===== config.mk =====
export PLATFORM = sky130hd
export DESIGN_NAME = pipe_stage_reg
export DESIGN_NICKNAME = d
export VERILOG_FILES = /design/src/rtl/pipe_stage_reg.sv
export SDC_FILE = /design/constraint.sdc
export NUM_CORES = 1
export LEC_CHECK = 0
export ABC_AREA = 1
export CAP_MARGIN = 20
export CORE_MARGIN = 2
export CORE_UTILIZATION = 50
export DETAILED_ROUTE_END_ITERATION = 12
export PLACE_DENSITY = 0.8
export SLEW_MARGIN = 5
export SYNTH_ARGS = -nofsm -noshare
export SYNTH_HDL_FRONTEND = slang
export SYNTH_SLANG_ARGS = --single-unit

===== constraint.sdc =====
create_clock -name clk -period 3 [get_ports clk]
set_clock_uncertainty 0.2 [all_clocks]
set_input_delay 0.45 -clock clk [delete_from_list [all_inputs] [get_ports clk]]
set_output_delay 0.45 -clock clk [all_outputs]
set_load 0.03 [all_outputs]

===== src/rtl/pipe_stage_reg.sv =====
// ---------------------------------------------------------------------------
// pipe_stage_reg
//
// Pipeline stage register with a valid/ready handshake and a 2-entry skid
// buffer. It drops in between processor pipeline stages (IF/ID, ID/EX,
// EX/MEM, MEM/WB) in place of enable-only registers. It streams one word per
// cycle, absorbs backpressure without a combinational ready path, and inserts
// a bubble on flush.
//
// Build option:
//   PIPE_STAGE_STALL_CNT_EN - when defined, adds the stall_cnt output, a
//                             saturating count of cycles spent stalled
//                             (out_valid & !out_ready). When undefined, the
//                             port and the counter are absent and the
//                             handshake is the same.
//
// Parameters:
//   WIDTH    payload width in bits (>= 1)
//   RST_VAL  out_data value after reset
//   NOP_VAL  out_data value loaded on flush (bubble encoding)
//
// Ports:
//   clk        clock; all state changes on the rising edge
//   rst        asynchronous active-high reset
//   in_valid   upstream has data
//   in_ready   stage can accept data (registered state, masked by rst)
//   in_data    upstream payload
//   out_valid  stage holds valid data (registered state only)
//   out_ready  downstream accepts data
//   out_data   payload to downstream (main register)
//   flush      synchronous squash of all held entries
//   stall_cnt  [PIPE_STAGE_STALL_CNT_EN only] saturating stall-cycle count
// ---------------------------------------------------------------------------
module pipe_stage_reg #(
    parameter int unsigned           WIDTH   = 16,
    parameter logic [WIDTH-1:0]      RST_VAL = '0,
    parameter logic [WIDTH-1:0]      NOP_VAL = '0
) (
    input  logic             clk,
    input  logic             rst,
    input  logic             in_valid,
    output logic             in_ready,
    input  logic [WIDTH-1:0] in_data,
    output logic             out_valid,
    input  logic             out_ready,
    output logic [WIDTH-1:0] out_data,
    input  logic             flush
`ifdef PIPE_STAGE_STALL_CNT_EN
    ,
    output logic [15:0]      stall_cnt
`endif
);

    // Occupancy encoding. 2'b11 is unreachable and decodes back to EMPTY.
    localparam logic [1:0] ST_EMPTY = 2'b00;
    localparam logic [1:0] ST_ONE   = 2'b01;
    localparam logic [1:0] ST_FULL  = 2'b10;

    logic [1:0]       state_q, state_d;
    logic [WIDTH-1:0] main_q,  main_d;
    logic [WIDTH-1:0] skid_q,  skid_d;

    logic in_fire;
    logic out_fire;

    // Both handshake outputs come straight from the state register; rst only
    // masks in_ready so nothing is accepted while reset is held.
    always_comb begin
        out_valid = (state_q != ST_EMPTY);
        in_ready  = (state_q != ST_FULL) & ~rst;
        out_data  = main_q;
    end

    always_comb begin
        in_fire  = in_valid & in_ready;
        out_fire = out_valid & out_ready;
    end

    always_comb begin
        state_d = state_q;
        main_d  = main_q;
        skid_d  = skid_q;

        if (flush) begin
            // Flush wins over every other event: any same-cycle in_fire is
            // dropped, any same-cycle out_fire simply counts as delivered.
            state_d = ST_EMPTY;
            main_d  = NOP_VAL;
            skid_d  = NOP_VAL;
        end else begin
            case (state_q)
                ST_EMPTY: begin
                    if (in_fire) begin
                        main_d  = in_data;
                        state_d = ST_ONE;
                    end
                end

                ST_ONE: begin
                    if (in_fire && out_fire) begin
                        main_d  = in_data;
                    end else if (in_fire) begin
                        // Downstream stalled: park the new word behind main.
                        skid_d  = in_data;
                        state_d = ST_FULL;
                    end else if (out_fire) begin
                        // main keeps its value; it is qualified by out_valid.
                        state_d = ST_EMPTY;
                    end
                end

                ST_FULL: begin
                    // in_ready is low here, so only the drain case matters.
                    if (out_fire) begin
                        main_d  = skid_q;
                        state_d = ST_ONE;
                    end
                end

                default: begin
                    state_d = ST_EMPTY;
                end
            endcase
        end
    end

    always_ff @(posedge clk or posedge rst) begin
        if (rst) begin
            state_q <= ST_EMPTY;
            main_q  <= RST_VAL;
            skid_q  <= RST_VAL;
        end else begin
            state_q <= state_d;
            main_q  <= main_d;
            skid_q  <= skid_d;
        end
    end

`ifdef PIPE_STAGE_STALL_CNT_EN
    logic [15:0] stall_cnt_q, stall_cnt_d;

    // Counts stalled cycles regardless of upstream activity; saturates rather
    // than wrapping, and survives flush so long stalls stay visible.
    always_comb begin
        stall_cnt_d = stall_cnt_q;
        if (out_valid && !out_ready && (stall_cnt_q != '1)) begin
            stall_cnt_d = stall_cnt_q + 16'd1;
        end
    end

    always_ff @(posedge clk or posedge rst) begin
        if (rst) begin
            stall_cnt_q <= '0;
        end else begin
            stall_cnt_q <= stall_cnt_d;
        end
    end

    always_comb begin
        stall_cnt = stall_cnt_q;
    end
`endif

endmodule


# [Yosys cells after proc, flatten, opt, wreduce, memory -nomap -nowiden]
# Index checks and enable logic that the tools add are counted.
[word_totals] register_bits=34 inputBits=21 out_inout_bits=18 word_cells=40
[classes] n_eq_ne=9 n_mux=15 bitwise_logic=4 n_reduce_logical=9
[op_table] cell="$mux W16" n=7
[op_table] cell="$pmux W16 S3" n=1
[op_table] cell="$mux W2" n=6
[op_table] cell="$ne A3 B3 Y1 const B" n=4
[op_table] cell="$reduce_and A4 Y1" n=2
[op_table] cell="$pmux W2 S3" n=1
[op_table] cell="$reduce_bool A2 Y1" n=3
[op_table] cell="$ne A2 B2 Y1 const B" n=2
[op_table] cell="$ne A4 B4 Y1 const B" n=1
[op_table] cell="$reduce_bool A4 Y1" n=1
[op_table] cell="$and A1 B1 Y1" n=3
[op_table] cell="$reduce_and A3 Y1" n=1
[op_table] cell="$eq A2 B1 Y1 const B" n=1
[op_table] cell="$eq A2 B2 Y1 const B" n=1
[op_table] cell="$logic_not A2 Y1" n=1
[op_table] cell="$logic_and A1 B1 Y1" n=1
[op_table] cell="$not A1 Y1" n=1

# [Logic depth before layout (Yosys ltp)]
[depth] depth_word=7 ltp_mapped=10 ltp_nobuf=9

# [Least setup slack after synthesis]
# No wires, ideal clock.
[synth_timing] path_kind="input port to flip-flop" from="input port rst" to="register main_q[0] (netlist: out_data[0])" setup_ps=118 arrival_time_ps=2024 t_required_ps=2682 setup_slack_ps=658 stages=7 path_buffers=1 path_cell_list="inv_1 -> nand3_4 -> o21ai_4 -> nand2_4 -> buf_6 -> nand2_1 -> nand2_1"
[synth_between] elab_chain_len=6 elab_cells_between_ends=7 cone_classes="eq/ne: 2; bitwise: 3; reduce/logical: 2"
[synth_rtl] element="start, declared" line="40" text="input logic rst,"
[synth_rtl] element="$not A1 Y1 *" line="70" text="in_ready = (state_q != ST_FULL) & ~rst;"
[synth_rtl] element="$and A1 B1 Y1 *" line="70"
[synth_rtl] element="$and A1 B1 Y1 *" line="75" text="in_fire = in_valid & in_ready;"
[synth_rtl] element="$logic_and A1 B1 Y1" line="100" text="if (in_fire && out_fire) begin"
[synth_rtl] element="$ne A3 B3 Y1 (no line)"
[synth_rtl] element="$reduce_and A4 Y1 (no line) *"
[synth_rtl] element="end signal, assigned" line="134" text="main_q <= main_d;"
[synth_rtl] element="end, declared" line="60" text="logic [WIDTH-1:0] main_q, main_d;"
# Mark *: on every way between the ends. The rest lies on a longest branch, timed or not.
# A chain may end at the register's enable or synchronous reset.

# [Worst setup path after layout]
[layout_timing] from="register state_q[0]" to="output port in_ready"
[layout_between] elab_chain_len=2
[layout_rtl] element="start, declared" line="59" text="logic [1:0] state_q, state_d;"
[layout_rtl] element="start signal, assigned" line="133" text="state_q <= state_d;"
[layout_rtl] element="$ne A2 B2 Y1" line="70"
[layout_rtl] element="$and A1 B1 Y1" line="70"
[layout_rtl] element="end, declared" line="42" text="output logic in_ready,"
# No other way between the ends.

==> impl_metrics.toml <==
[clock_tree]
cts_max_path_buffers = 2
cts_setup_buffers = 0
cts-resized-gates = 0
cts_hold_repair.buffers = 0
cts-root-buf = "clkbuf_4"
cts.sink_count = 34
path_clk_slew_ns = 0.10
tritoncts = "built"
tritoncts.num_buffers = 5
clk-insertion-delay-late_ns = 0.34
cts.htree.levels = 2

[timing]
final-hold-violation-count = 0
slew_headroom_pct = 69.4
grt_setup_unrepaired = "no"
timing.final.crit_period_ns = 2.51
timing.final.crit_share_pct = 83.7
setup_tns_final_ns = 0
finalSetupViolCount = 0
maxSlewViolCount = 0
worst_hold_slack_ns = 0.279
fmaxAchievable_mhz = 398
timing_worst_slew_pin_value_ns = 0.457

[min_path]
worst_hold_path_type = "reg -> reg"
min_from = "out_data[14]"
hold-path-endpoint = "out_data[14]"
hold_depth = 2

[worst_setup_path]
worstSetupStartpointType = "flop"
cp_data_arrival_time_ns = 1.86
r2r_cells = 8
rr_startpoint = "state_q[0]"
endpoint_kind = "primary output"
crit-reg2reg-capture = "out_data[1]"
worst-r2r-setup-slack_ns = 1.11
timing.critical_path.fanout_max = 5
criticalPathCategory = "reg -> out"
timing.critical_path.required_ns = 2.35

[run_status]
run_status = "completed"

[placed_design]
gp_routability_congestion = 0.805
hpwl_um = 2570
io_buffers = 38

[grt]
first_global_vias = 1417
grtUsageTotal_pct = 20.5
grt_max_degree = 35
global_route.overflow_total = 0
number_of_antenna_violations_at_the_first_check_in_global_routing = 0
grt_first_pass_wirelength_um = 6270

[floorplan]
initial_utilization_pct = 51.9
floorplan.die.height_um = 62.6
die_width_um = 62.6
num_rows = 21
design.portCount = 39
floorplan.core_area_sq_mm = 0.00331
floorplan.die_area_sq_mm = 0.00392

[power_and_ir_drop]
ir_worst_vdd_mv = 0.298
p_per_area_mw_per_mm2 = 538
total_leakage_power_uw = 0.00112

[logic_synthesis]
mapped_area_sq_mm = 0.00172
synth_enable_flop_cells = 0
yosys_register_bits = 34
ys_seq_area_share_pct = 49.5
most_common_library_cells_after_synthesis = "nand2_1, dfrtp_1, nand3_1"
synth_cell_type_count = 22
synthesis.instances = 211
synth_warnings = 0
postSynth.asyncResetShare_pct = 100
post-synth-top-count-cell = "nand2_1"
synth_top_area_share_pct = 49.5
syn_avg_cell_area_sq_um = 8.14
synthDominantAreaCellType = "dfrtp_1"
synthesis.nets = 232
yosys_most_used_dff = "dfrtp_1"
synth.area.top_cells = "dfrtp_1, nand2_1, nand3_1"

[detailed_routing]
dr.first_iter.drc_count = 71
vias_per_cell = 5.09
totalWireLength_um = 3580
firstDrtPassIters = 5
wire_per_inst_um = 12.0
antenna_violating_nets_post_route = 0
drc = 0
detailroute.via_count = 1512

[flow_run]
max_cap_viol_count = 0

[final_layout]
final_layout_size_suffix_gt1_share_pct = 8.76
syn_to_final_growth_pct = 28.3
num-nets-final = 271
antennaDiodeCount = 0
-- cell families (layout without fill, tap and decap cells) --
group,after synthesis,in the layout,share of synthesized area (%)
buffers and inverters,36,76,9.47
AO/OA/AOI/OAI,40,40,14.5
flip-flops,34,34,49.5
AND/OR/NAND/NOR,101,101,26.5
-- worst max-delay path, stage by stage, from the launching register on --
cell and delay [ns]:
dfrtp_1 0.43, inv_2 0.07, nand2_4 0.09, inv_1 0.06, nor2_1 0.16, clkdlybuf4s50_1 0.70
-- per-layer routing --
metal | up-vias | global-route usage [%] | routed length, um
li1 | 774 | - | -
met1 | 681 | 25.8 | 1620
met2 | 52 | 34.1 | 1700
met3 | 5 | 5.41 | 202
met4 | 0 | 7.50 | 55
met5 | - | 0 | 0
-- flip-flops by register name, indices dropped and copies added, names as in the netlist --
signal,count
skid_q,16
out_data,16
state_q,2
-- worst max-delay path by stage --
stage / start / end / slack [ns] / cells past startpoint
6_report: state_q[0] / in_ready / 0.49 / 5
5_1_grt: state_q[0] / in_ready / 0.34 / 5
4_1_cts: state_q[0] / in_ready / 0.47 / 5
3_5_place_dp: rst / in_ready / 0.59 / 3
3_3_place_gp: rst / in_ready / 0.62 / 3
2_1_floorplan: rst / out_data[0] / 0.66 / 7
-- through the flow --
| step | total power [uW] | instances | util (%) | worst slack, ns | area, sq um |
|---|---|---|---|---|---|
| floorplan | 759 | 211 | - | 0.658 | 1720 |
| global placement | 880 | 289 | 64.2 | 0.621 | 2120 |
| finish | 1190 | 297 | 66.6 | 0.490 | 2200 |
| detailed placement | 888 | 289 | 64.2 | 0.594 | 2120 |
| CTS | 1190 | 297 | 66.6 | 0.467 | 2200 |
| global route | 1250 | 297 | 66.6 | 0.337 | 2200 |
-- power by group --
part | leakage, uW | total [uW] | internal (uW) | switching (uW)
registers | 0.000444 | 536 | 511 | 25.0
logic | 0.000633 | 340 | 134 | 206
clock network | 0.0000446 | 309 | 160 | 149
total | 0.00112 | 1190 | 806 | 380
-- area by class of cell --
cell class	count	area [sq um]
Clock buffer	8	78.8
Fill cell	293	1110
Inverter	25	93.8
Multi-Input combinational cell	141	704
Sequential cell	34	851
Tap cell	46	57.6
Timing Repair Buffer	43	418
-- cells in the final DEF, fill, tap and decap left out, types with 2 or more instances in the layout --
| cell | netlist | layout |
|---|---|---|
| clkbuf_4 | 0 | 5 |
| nor2_1 | 7 | 7 |
| clkbuf_8 | 0 | 3 |
| o21ai_0 | 15 | 15 |
| clkdlybuf4s50_1 | 0 | 38 |
| o21ai_1 | 2 | 2 |
| nand3_1 | 33 | 33 |
| dfrtp_1 | 34 | 34 |
| inv_2 | 3 | 3 |
| a21oi_1 | 6 | 6 |
| buf_4 | 2 | 5 |
| inv_1 | 22 | 22 |
| a22oi_1 | 14 | 14 |
| nand2_4 | 2 | 2 |
| nand2_1 | 55 | 55 |
| a31oi_1 | 2 | 2 |
No activity file was read; power rests on OpenSTA's default activity.
